--- src/rtl/residual_stream_pkg.sv ---
// Shared definitions for the residual_stream block.
//   - Default block geometry and bit budget.
//   - FSM state encoding (FILL -> CALC -> DRAIN).
//   - BITS_W: width of one per-channel bits_required header field.
package residual_stream_pkg;

  localparam int CHANNELS   = 4;   // colour channels per pixel, RGBA, 0 = R
  localparam int CH_W       = 8;   // bits per channel
  localparam int BLOCK_PIX  = 32;  // pixels per compression block
  localparam int BEAT_PIX   = 4;   // pixels per stream beat
  localparam int BIT_BUDGET = 14;  // max summed channel widths for compression

  localparam int BITS_W = $clog2(CH_W);

  typedef enum logic [1:0] {
    FILL  = 2'd0,
    CALC  = 2'd1,
    DRAIN = 2'd2
  } state_t;

endpackage

--- src/rtl/residual_stream_ch_width.sv ---
// ch_width: number of bits needed to represent one channel's value range.
//   diff  in   CH_W     max - min for the channel
//   width out  WIDTH_W  0 when diff == 0, else index of highest set bit + 1
//   skip  out  1        channel is constant (diff == 0)
module ch_width #(
  parameter  int CH_W    = 8,
  localparam int WIDTH_W = $clog2(CH_W + 1)
) (
  input  logic [CH_W-1:0]    diff,
  output logic [WIDTH_W-1:0] width,
  output logic               skip
);

  // Scan upward so the last set bit seen (the highest) wins.
  always_comb begin
    width = '0;
    for (int i = 0; i < CH_W; i++) begin
      if (diff[i]) width = WIDTH_W'(i + 1);
    end
    skip = (diff == '0);
  end

endmodule

--- src/rtl/residual_stream.sv ---
// residual_stream: buffers one pixel block arriving as BEAT_PIX-pixel beats,
// tracks per-channel min/max, derives the block header (min, skip, bits,
// compressable) in one CALC cycle, then streams residuals (pixel - min).
//
// Ports:
//   clk, rst          clock, synchronous active-high reset
//   in_valid/in_ready input beat handshake
//   in_pix            BEAT_PIX pixels; pixel p chan c at [(p*CHANNELS+c)*CH_W +: CH_W]
//   in_last           final-beat marker, only checked (err_last), never used for framing
//   out_valid/out_ready output beat handshake
//   out_res           residuals, same packing as in_pix
//   out_first/out_last first/last beat of the block being drained
//   out_min, out_skip, out_bits, out_compressable  block header
//   err_last          one-cycle pulse when in_last disagrees with the beat count
//   dbg_state         current FSM state
//
// Handshake: a beat transfers on a rising clk edge where valid && ready are
// both high; while valid is high and ready is low the sender holds the beat
// and all side-band fields stable.
module residual_stream
  import residual_stream_pkg::state_t,
         residual_stream_pkg::FILL,
         residual_stream_pkg::CALC,
         residual_stream_pkg::DRAIN;
#(
  parameter int CHANNELS   = residual_stream_pkg::CHANNELS,
  parameter int CH_W       = residual_stream_pkg::CH_W,
  parameter int BLOCK_PIX  = residual_stream_pkg::BLOCK_PIX,
  parameter int BEAT_PIX   = residual_stream_pkg::BEAT_PIX,
  parameter int BIT_BUDGET = residual_stream_pkg::BIT_BUDGET
) (
  input  logic                                clk,
  input  logic                                rst,
  input  logic                                in_valid,
  output logic                                in_ready,
  input  logic [BEAT_PIX*CHANNELS*CH_W-1:0]   in_pix,
  input  logic                                in_last,
  output logic                                out_valid,
  input  logic                                out_ready,
  output logic [BEAT_PIX*CHANNELS*CH_W-1:0]   out_res,
  output logic                                out_first,
  output logic                                out_last,
  output logic [CHANNELS*CH_W-1:0]            out_min,
  output logic [CHANNELS-1:0]                 out_skip,
  output logic [CHANNELS*$clog2(CH_W)-1:0]    out_bits,
  output logic                                out_compressable,
  output logic                                err_last,
  output state_t                              dbg_state
);

  localparam int BEATS   = BLOCK_PIX / BEAT_PIX;
  localparam int CNT_W   = (BEATS > 1) ? $clog2(BEATS) : 1;
  localparam int BEAT_W  = BEAT_PIX * CHANNELS * CH_W;
  localparam int BITS_W  = $clog2(CH_W);
  localparam int WIDTH_W = $clog2(CH_W + 1);
  // Wide enough for CHANNELS * CH_W, so the width sum cannot wrap.
  localparam int SUM_W   = $clog2(CHANNELS * CH_W + 1);
  localparam logic [CNT_W-1:0] LAST_BEAT = CNT_W'(BEATS - 1);

  state_t state_q, state_d;

  logic [CNT_W-1:0]  cnt_q;
  logic [CNT_W-1:0]  ocnt_q;
  logic [BEAT_W-1:0] beat_buf [BEATS];

  logic [CHANNELS-1:0][CH_W-1:0] min_q, max_q, min_d, max_d;
  logic [CHANNELS-1:0][CH_W-1:0] diff;
  logic [CHANNELS-1:0][WIDTH_W-1:0] width;
  logic [CHANNELS-1:0]           skip;
  logic [SUM_W-1:0]              width_sum;
  logic [CHANNELS*BITS_W-1:0]    calc_bits;
  logic                          calc_comp;

  logic [CHANNELS-1:0][CH_W-1:0] hdr_min_q;
  logic [CHANNELS-1:0]           hdr_skip_q;
  logic [CHANNELS*BITS_W-1:0]    hdr_bits_q;
  logic                          hdr_comp_q;
  logic                          err_last_q;

  logic              in_fire;
  logic              out_fire;
  logic              fill_done;
  logic [BEAT_W-1:0] drain_beat;

  assign in_fire   = in_valid && in_ready;
  assign out_fire  = out_valid && out_ready;
  assign fill_done = in_fire && (cnt_q == LAST_BEAT);

  // ---------------------------------------------------------------- FSM
  always_ff @(posedge clk) begin
    if (rst) state_q <= FILL;
    else     state_q <= state_d;
  end

  always_comb begin
    state_d = state_q;
    case (state_q)
      FILL:    if (fill_done) state_d = CALC;
      CALC:    state_d = DRAIN;
      DRAIN:   if (out_fire && out_last) state_d = FILL;
      default: state_d = FILL;
    endcase
  end

  always_comb begin
    in_ready  = (state_q == FILL);
    out_valid = (state_q == DRAIN);
    out_first = (state_q == DRAIN) && (ocnt_q == '0);
    out_last  = (state_q == DRAIN) && (ocnt_q == LAST_BEAT);
  end

  assign dbg_state = state_q;

  // ------------------------------------------------------ min/max fold
  // The first beat of a block restarts from neutral values so nothing from
  // the previous block leaks into this one.
  always_comb begin
    for (int c = 0; c < CHANNELS; c++) begin
      min_d[c] = (cnt_q == '0) ? {CH_W{1'b1}} : min_q[c];
      max_d[c] = (cnt_q == '0) ? {CH_W{1'b0}} : max_q[c];
      for (int p = 0; p < BEAT_PIX; p++) begin
        if (in_pix[(p*CHANNELS+c)*CH_W +: CH_W] < min_d[c])
          min_d[c] = in_pix[(p*CHANNELS+c)*CH_W +: CH_W];
        if (in_pix[(p*CHANNELS+c)*CH_W +: CH_W] > max_d[c])
          max_d[c] = in_pix[(p*CHANNELS+c)*CH_W +: CH_W];
      end
    end
  end

  // ------------------------------------------------------ header calc
  genvar gc;
  generate
    for (gc = 0; gc < CHANNELS; gc++) begin : g_ch
      assign diff[gc] = max_q[gc] - min_q[gc];
      ch_width #(.CH_W(CH_W)) u_ch_width (
        .diff  (diff[gc]),
        .width (width[gc]),
        .skip  (skip[gc])
      );
    end
  endgenerate

  always_comb begin
    width_sum = '0;
    calc_bits = '0;
    for (int c = 0; c < CHANNELS; c++) begin
      width_sum = width_sum + SUM_W'(width[c]);
      if (!skip[c])
        calc_bits[c*BITS_W +: BITS_W] = BITS_W'(width[c] - WIDTH_W'(1));
    end
    calc_comp = (width_sum <= SUM_W'(BIT_BUDGET));
  end

  // ------------------------------------------------------ datapath regs
  always_ff @(posedge clk) begin
    if (rst) begin
      cnt_q      <= '0;
      ocnt_q     <= '0;
      min_q      <= {CHANNELS{{CH_W{1'b1}}}};
      max_q      <= '0;
      hdr_min_q  <= '0;
      hdr_skip_q <= '0;
      hdr_bits_q <= '0;
      hdr_comp_q <= 1'b0;
      err_last_q <= 1'b0;
    end else begin
      // Framing follows the count; in_last is only cross-checked.
      err_last_q <= in_fire && (in_last != (cnt_q == LAST_BEAT));
      if (in_fire) begin
        cnt_q <= fill_done ? '0 : cnt_q + CNT_W'(1);
        min_q <= min_d;
        max_q <= max_d;
      end
      if (state_q == CALC) begin
        hdr_min_q  <= min_q;
        hdr_skip_q <= skip;
        hdr_bits_q <= calc_bits;
        hdr_comp_q <= calc_comp;
        ocnt_q     <= '0;
      end
      if (out_fire && !out_last) ocnt_q <= ocnt_q + CNT_W'(1);
    end
  end

  // Block buffer: plain register array, needs no reset since it is only
  // read after being completely rewritten by a FILL phase.
  always_ff @(posedge clk) begin
    if (in_fire) beat_buf[cnt_q] <= in_pix;
  end

  // ------------------------------------------------------ outputs
  assign drain_beat = beat_buf[ocnt_q];

  always_comb begin
    out_res = '0;
    for (int p = 0; p < BEAT_PIX; p++) begin
      for (int c = 0; c < CHANNELS; c++) begin
        out_res[(p*CHANNELS+c)*CH_W +: CH_W] =
          drain_beat[(p*CHANNELS+c)*CH_W +: CH_W] - hdr_min_q[c];
      end
    end
  end

  assign out_min          = hdr_min_q;
  assign out_skip         = hdr_skip_q;
  assign out_bits         = hdr_bits_q;
  assign out_compressable = hdr_comp_q;
  assign err_last         = err_last_q;

endmodule

--- config.mk ---
export PLATFORM = sky130hd
export DESIGN_NAME = residual_stream
export DESIGN_NICKNAME = d
export VERILOG_FILES = /design/src/rtl/residual_stream_pkg.sv /design/src/rtl/residual_stream_ch_width.sv /design/src/rtl/residual_stream.sv
export SDC_FILE = /design/constraint.sdc
export NUM_CORES = 2
export LEC_CHECK = 0
export BUFFER_PORTS_ARGS = -buffer_cell sky130_fd_sc_hd__buf_2
export CAP_MARGIN = 10
export CORE_ASPECT_RATIO = 0.8
export CORE_MARGIN = 3
export CORE_UTILIZATION = 40
export CTS_CLUSTER_SIZE = 25
export DETAILED_ROUTE_END_ITERATION = 10
export GPL_TIMING_DRIVEN = 0
export PLACE_DENSITY = 0.59
export SLEW_MARGIN = 25
export SYNTH_ARGS = -nofsm -noshare
export SYNTH_HDL_FRONTEND = slang
export SYNTH_SLANG_ARGS = --single-unit
--- constraint.sdc ---
create_clock -name clk -period 18.4 [get_ports clk]
set_input_delay 3.68 -clock clk [delete_from_list [all_inputs] [get_ports clk]]
set_output_delay 3.68 -clock clk [all_outputs]
set_load 0.05 [all_outputs]
* Word level (Yosys, flattened, before mapping)
Memory sizes are Yosys's and may differ from the RTL's. A register that Yosys moved wholly into a read port is not among the register bits.
Cells that the tools add are included.
** Operators by class
- Reductions and logical operators :: 18
- $add $sub $neg :: 29
- Magnitude comparators :: 33
- Mux-type cells :: 86
- Equality and inequality tests :: 7
** Operator list (number)
- $mux W8 :: 40
- $sub A8 B8 Y8 :: 20
- $gt A8 B8 Y1 :: 16
- $lt A8 B8 Y1 :: 16
- $mux W3 :: 25
- $logic_not A8 Y1 :: 4
- $mux W2 :: 10
- $mux W4 :: 4
- $sub A3 B1 Y3 const B :: 4
- $logic_and A1 B1 Y1 :: 8
- $add A3 B1 Y3 const B :: 2
- $add A5 B4 Y6 :: 1
- $add A6 B4 Y6 :: 1
- $eq A3 B3 Y1 const B :: 2
- $le A6 B4 Y1 const B :: 1
- $logic_not A3 Y1 :: 2
- $mux W1 :: 6
- $pmux W2 S3 :: 1
- $add A4 B4 Y5 :: 1
- $ne A2 B1 Y1 const B :: 2
- $eq A2 B1 Y1 const B :: 1
- $eq A2 B2 Y1 const B :: 1
- $logic_not A2 Y1 :: 1
- $reduce_and A2 Y1 :: 1
- 3 further kinds :: 3
** Word-level totals
- Input bits :: 133
- Bits in registers :: 122
- RAM bits :: 1024
- Memories kept :: 1
- Logic and storage cells :: 193
- Output and inout bits :: 184
** Memories
- beat_buf :: words 8, width 128, read ports 1, clocked after memory_dff 1, write ports 1, RTL line residual_stream.sv:64 : logic [BEAT_W-1:0] beat_buf [BEATS];

* Depth between registers and ports, before layout
- Depth in word-level cells :: 13
- Gate-level depth with buffers :: 50
- Mapped depth without buffers :: 40

* Modules after synthesis
Synthesis repeated with hierarchy kept, for this count alone.
** Unflattened totals
- Cell total of the unflattened synthesis :: 4043
- Area total of the unflattened synthesis :: 58023.1 sq um
** By module, submodules not included
- residual_stream :: times used 1, area an instance 57692.8 sq um, cells each 3979, seq. area each 33251.9 sq um
- ch_width :: times used 4, area an instance 82.6 sq um, cells each 16, seq. area each 0.0 sq um

* Least setup slack after synthesis
OpenSTA, ideal clock, no wires.
- Kind :: input to register
- Start point :: in in_valid
- End point :: mem beat_buf[2][0] (netlist name) (enable)
- Setup slack :: 1.194 ns
- Buffers on the path :: 2
- Required time :: 17.471 ns
- Arrival time :: 16.277 ns
- Library setup time :: 0.929 ns
- Cell stages on the path :: 4
- Cell sequence :: nand2_1 -> clkbuf_1 -> buf_1 -> nor4_1
** On the way
- Word-level cells in the longest chain between the ends :: 3
** RTL lines
- from (decl) :: RTL line residual_stream.sv:34 : input logic in_valid,
- $logic_and A1 B1 Y1 :: RTL line residual_stream.sv:85 : assign in_fire = in_valid && in_ready;
- $mux W1 :: RTL line residual_stream.sv:188 : if (in_fire) beat_buf[cnt_q] <= in_pix;
- $mux W1 (implied by the code) :: RTL line residual_stream.sv:188
- to (decl) :: RTL line residual_stream.sv:64
Every way passes these cells.

* Final worst setup path
- Start point :: reg cnt_q[0]
- End point :: reg max_q[8] (netlist name)
** On the way
- Word-level cells in the longest chain between the ends :: 10
** RTL lines
- from (decl) :: RTL line residual_stream.sv:62 : logic [CNT_W-1:0] cnt_q;
- from (signal assigned) :: RTL line residual_stream.sv:170 : cnt_q <= fill_done ? '0 : cnt_q + CNT_W'(1);
- $logic_not A3 Y1 * :: RTL line residual_stream.sv:120 : max_d[c] = (cnt_q == '0) ? {CH_W{1'b0}} : max_q[c];
- $mux W8 * :: RTL line residual_stream.sv:120
- $gt A8 B8 Y1 :: RTL line residual_stream.sv:124 : if (in_pix[(p*CHANNELS+c)*CH_W +: CH_W] > max_d[c])
- $mux W8 * :: RTL line residual_stream.sv:124
- $gt A8 B8 Y1 :: RTL line residual_stream.sv:124
- $mux W8 * :: RTL line residual_stream.sv:124
- $gt A8 B8 Y1 :: RTL line residual_stream.sv:124
- $mux W8 * :: RTL line residual_stream.sv:124
- $gt A8 B8 Y1 :: RTL line residual_stream.sv:124
- $mux W8 * :: RTL line residual_stream.sv:124
- to (signal assigned) :: RTL line residual_stream.sv:172 : max_q <= max_d;
- to (decl) :: RTL line residual_stream.sv:66 : logic [CHANNELS-1:0][CH_W-1:0] min_q, max_q, min_d, max_d;
Mark *: on every way between the ends. The rest lies on a longest branch, timed or not.
A chain may end at the register's enable or synchronous reset.

==> key figures <==
Clock tree
  • Max Buffers Root-to-Sink: 3
  • Clock sinks: 1,149
  • Clock Latency Late Sink: 0.74 ns
  • Worst-path clk slew: 0.07 ns
  • Root Buffer: clkbuf_16
  • CTS buffer count: 111
  • CTS tree: done
  • Cts hold-fix bufs: 0
  • H-tree depth: 3
  • Post-cts sizing count: 0
  • Post-CTS setup buffers: 0

Global route
  • Pin count of the biggest net entering global routing: 20
  • Congestion Overflow GR: 0
  • First-pass GRT wire length: 275,600 um
  • Total track usage: 0.2576
  • Initial antenna violation count: 31
  • Vias in the first global route: 37,270

Min path
  • Min-Delay Path Class: reg -> reg
  • Hold Crit Depth: 2
  • Hold_sp: min_q[26]$_SDFFE_PP1P_

Timing
  • Final Hold Viols: 0
  • Slew headroom: 0.2112
  • Setup WS post-layout: 5.888 ns
  • Setup Viol. Count Final: 0
  • Setup Skew: 0.03190 ns
  • Max Clk Rate: 79.92 MHz
  • Final min period: 12.51 ns
  • Final Cycle Share: 0.6800
  • Fin. max-slew vios: 0
  • RSZ-0062 raised after global routing: false
  • Slew @ Worst Pin: 1.183 ns

Finish
  • Commonest non-fill, non-tap cell in the layout: edfxtp_1
  • Area of the multi-input gates: 23,450 um^2
  • Fraction of layout cells with a size suffix above 1: 0.2536
  • Most frequent cells in the layout: edfxtp_1 (1,024), buf_2 (422), ha_1 (383), inv_1 (259), mux4_2 (256)
  • # fillers: 12,660
  • Reg area: 33,250 um^2
  • Layout area overhead: 16.28%
  • Final-stage net count: 5,259

Critical path
  • Crit path launch: cnt_q[0]$_SDFFE_PP0P_
  • Critical path buffers and inverters: 10
  • Critical Path AT: 13.14 ns
  • Critical path peak fanout: 10
  • Worst path depth: 48
  • Slowest-stage cell, CP: clkbuf_1
  • Reg-to-reg critical path endpoint: max_q[8]$_SDFFE_PP0P_
  • Max incr delay on CP: 0.79 ns
  • R2R Setup Slk: 5.89 ns
  • Crit path launch type: register
  • CP endpoint kind: register
  • R2R Path Start: cnt_q[0]$_SDFFE_PP0P_
  • Critical path's top delay family: compound AO/OA/AOI/OAI gates
  • WP data required: 19.03 ns
  • Critical path class: reg -> reg
  • Worst-case reg-to-reg path depth: 48
  • Critical Path Sink: max_q[8]$_SDFFE_PP0P_

Route
  • Total number of vias: 38,590
  • Wirelength, routed: 196,100 um
  • Post-DR wirelength/cell: 29.21 um
  • Vias per cell: 5.745
  • DRT antenna net count: 0
  • Starting DRT DRC Count: 4,475
  • DR pass1 iterations: 5
  • DR DRC count: 0

Job
  • Max-cap violations: 0

Place
  • DP Worst Slack: 5.572 ns
  • HPWL after DPL: 153,800 um
  • Port Buffer Count: 316
  • RD Place Congestion: 0.9562

Synthesis
  • Sequential-to-total area share from yosys stat: 0.5708
  • Post-Syn Area: 58,250 um^2
  • Synth top area cells: edfxtp_1 (53%), mux4_2 (9.9%), ha_1 (8.2%)
  • Asr flop ratio synth: 0
  • Synth top area share: 0.5279
  • Syn Inst Count: 4,088
  • Area leader, netlist: edfxtp_1
  • Average size of a mapped cell: 14.25 um^2
  • Main synth FF type: edfxtp_1
  • Net Count, Synth: 4,632
  • Number of flops mapped to enable cells by yosys: 1,024
  • Synth warn: 0
  • FF+latch count, synth: 1,149
  • Post-synthesis cell type count: 84

Run status
  • Status: complete, no violations

Floorplanning
  • Io pins: 317
  • Core area: 143,800 um^2
  • Die width: 432.7 um
  • Starting Density: 0.4050
  • Rows: 124
  • Die area: 150,300 um^2
  • Die Span Y: 347.3 um

Power and ir drop
  • P_leak: 0.02549 uW
  • Design Power: 7075 uW
  • Pwr dens: 104.4 nW/um^2
  • VDD IR-drop max: 0.09551 mV
[worst reg2reg max path: cells and delay by family, from the launching register on]
kind / cells / cell delay [ns]
AO/OA/AOI/OAI: 19 / 4.80
buffers and inverters: 10 / 3.56
AND/OR/NAND/NOR: 13 / 2.28
adder cells (fa/ha/maj): 5 / 1.34
flip-flops: 1 / 0.32
multiplexers: 1 / 0.10
[worst min path at each step]
stage / end / slack (ns)
6_report: out_min[26]$_SDFFE_PP0P_ / 0.47
5_1_grt: out_min[12]$_SDFFE_PP0P_ / 0.49
4_1_cts: out_min[10]$_SDFFE_PP0P_ / 0.47
3_5_place_dp: out_min[10]$_SDFFE_PP0P_ / 0.46
3_3_place_gp: max_q[24]$_SDFFE_PP0P_ / 0.44
2_1_floorplan: max_q[24]$_SDFFE_PP0P_ / 0.43
[through the flow]
step	hold slack, ns	utilization	area (um^2)	TNS [ns]	cells
2_1_floorplan	0.4251	-	58250	0	4088
3_3_place_gp	0.4416	0.4325	62200	-8725.31	6294
3_5_place_dp	0.4627	0.4437	63820	0	6492
4_1_cts	0.4712	0.4706	67690	0	6701
5_1_grt	0.4910	0.4707	67700	0	6703
6_report	0.4716	0.4710	67740	0	6716
[flip-flops by register name, indices dropped and copies added (netlist names), named ones only]
register          cells
beat_buf           1024
cnt_q                 3
max_q                32
min_q                32
dbg_state             2
out_compressable      1
out_min              32
err_last              1
out_bits             12
out_skip              4
ocnt_q                3
[kinds of logic after synthesis]
family,Yosys count,synth area share
AO/OA/AOI/OAI,767,0.08693
buffers and inverters,413,0.02741
XOR/XNOR,138,0.02075
multiplexers,483,0.1417
adder cells (fa/ha/maj),415,0.09262
AND/OR/NAND/NOR,723,0.05980
flip-flops,1149,0.5708
[cell type report]
type	instances	area share
sequential	1149	0.4909
multi-input combinational	2526	0.3462
timing repair buffer	514	0.04592
clock buffer	132	0.04479
tap	1890	0.03491
inverter	259	0.01435
clock inverter	77	0.01230
buffer	154	0.01003
antenna	15	0.0005541
[cells in the mapped netlist (7+ instances only)]
| cell type | instances |
|---|---|
| a2111oi_0 | 11 |
| a211o_1 | 21 |
| a211oi_1 | 38 |
| a21o_1 | 139 |
| a21oi_1 | 173 |
| a221oi_1 | 7 |
| a22oi_1 | 12 |
| a311oi_1 | 8 |
| a31oi_1 | 36 |
| and2_1 | 10 |
| and3_1 | 12 |
| and4_1 | 8 |
| buf_1 | 37 |
| buf_2 | 13 |
| clkbuf_1 | 98 |
| dfxtp_1 | 125 |
| edfxtp_1 | 1024 |
| fa_1 | 28 |
| ha_1 | 383 |
| inv_1 | 259 |
| mux2_2 | 148 |
| mux2i_1 | 73 |
| mux4_2 | 256 |
| nand2_1 | 233 |
| nand2b_1 | 48 |
| nand3_1 | 49 |
| nand4_1 | 27 |
| nor2_1 | 162 |
| nor2b_1 | 52 |
| nor3_1 | 54 |
| nor3b_1 | 9 |
| o211a_1 | 24 |
| o211ai_1 | 7 |
| o21a_1 | 17 |
| o21ai_0 | 175 |
| o21ai_1 | 17 |
| o21bai_1 | 8 |
| o31ai_1 | 13 |
| or3_1 | 26 |
| xnor2_1 | 65 |
| xor2_1 | 73 |
[where the power goes]
part	internal (uW)	leakage (uW)	switching, uW
Clock	1380	0.00190	1050
Combinational	615	0.0133	1060
Sequential	2910	0.0103	53.1
[per-layer routing]
metal	wire length, um	up-vias	track usage	part of all wire
li1	-	17070	-	-
met1	83840	19590	0.3641	0.43
met2	88340	1640	0.3970	0.45
met3	15860	274	0.04925	0.081
met4	8030	10	0.09343	0.041
met5	69	-	0	0.00035
Power figures use the tool's default switching activity.
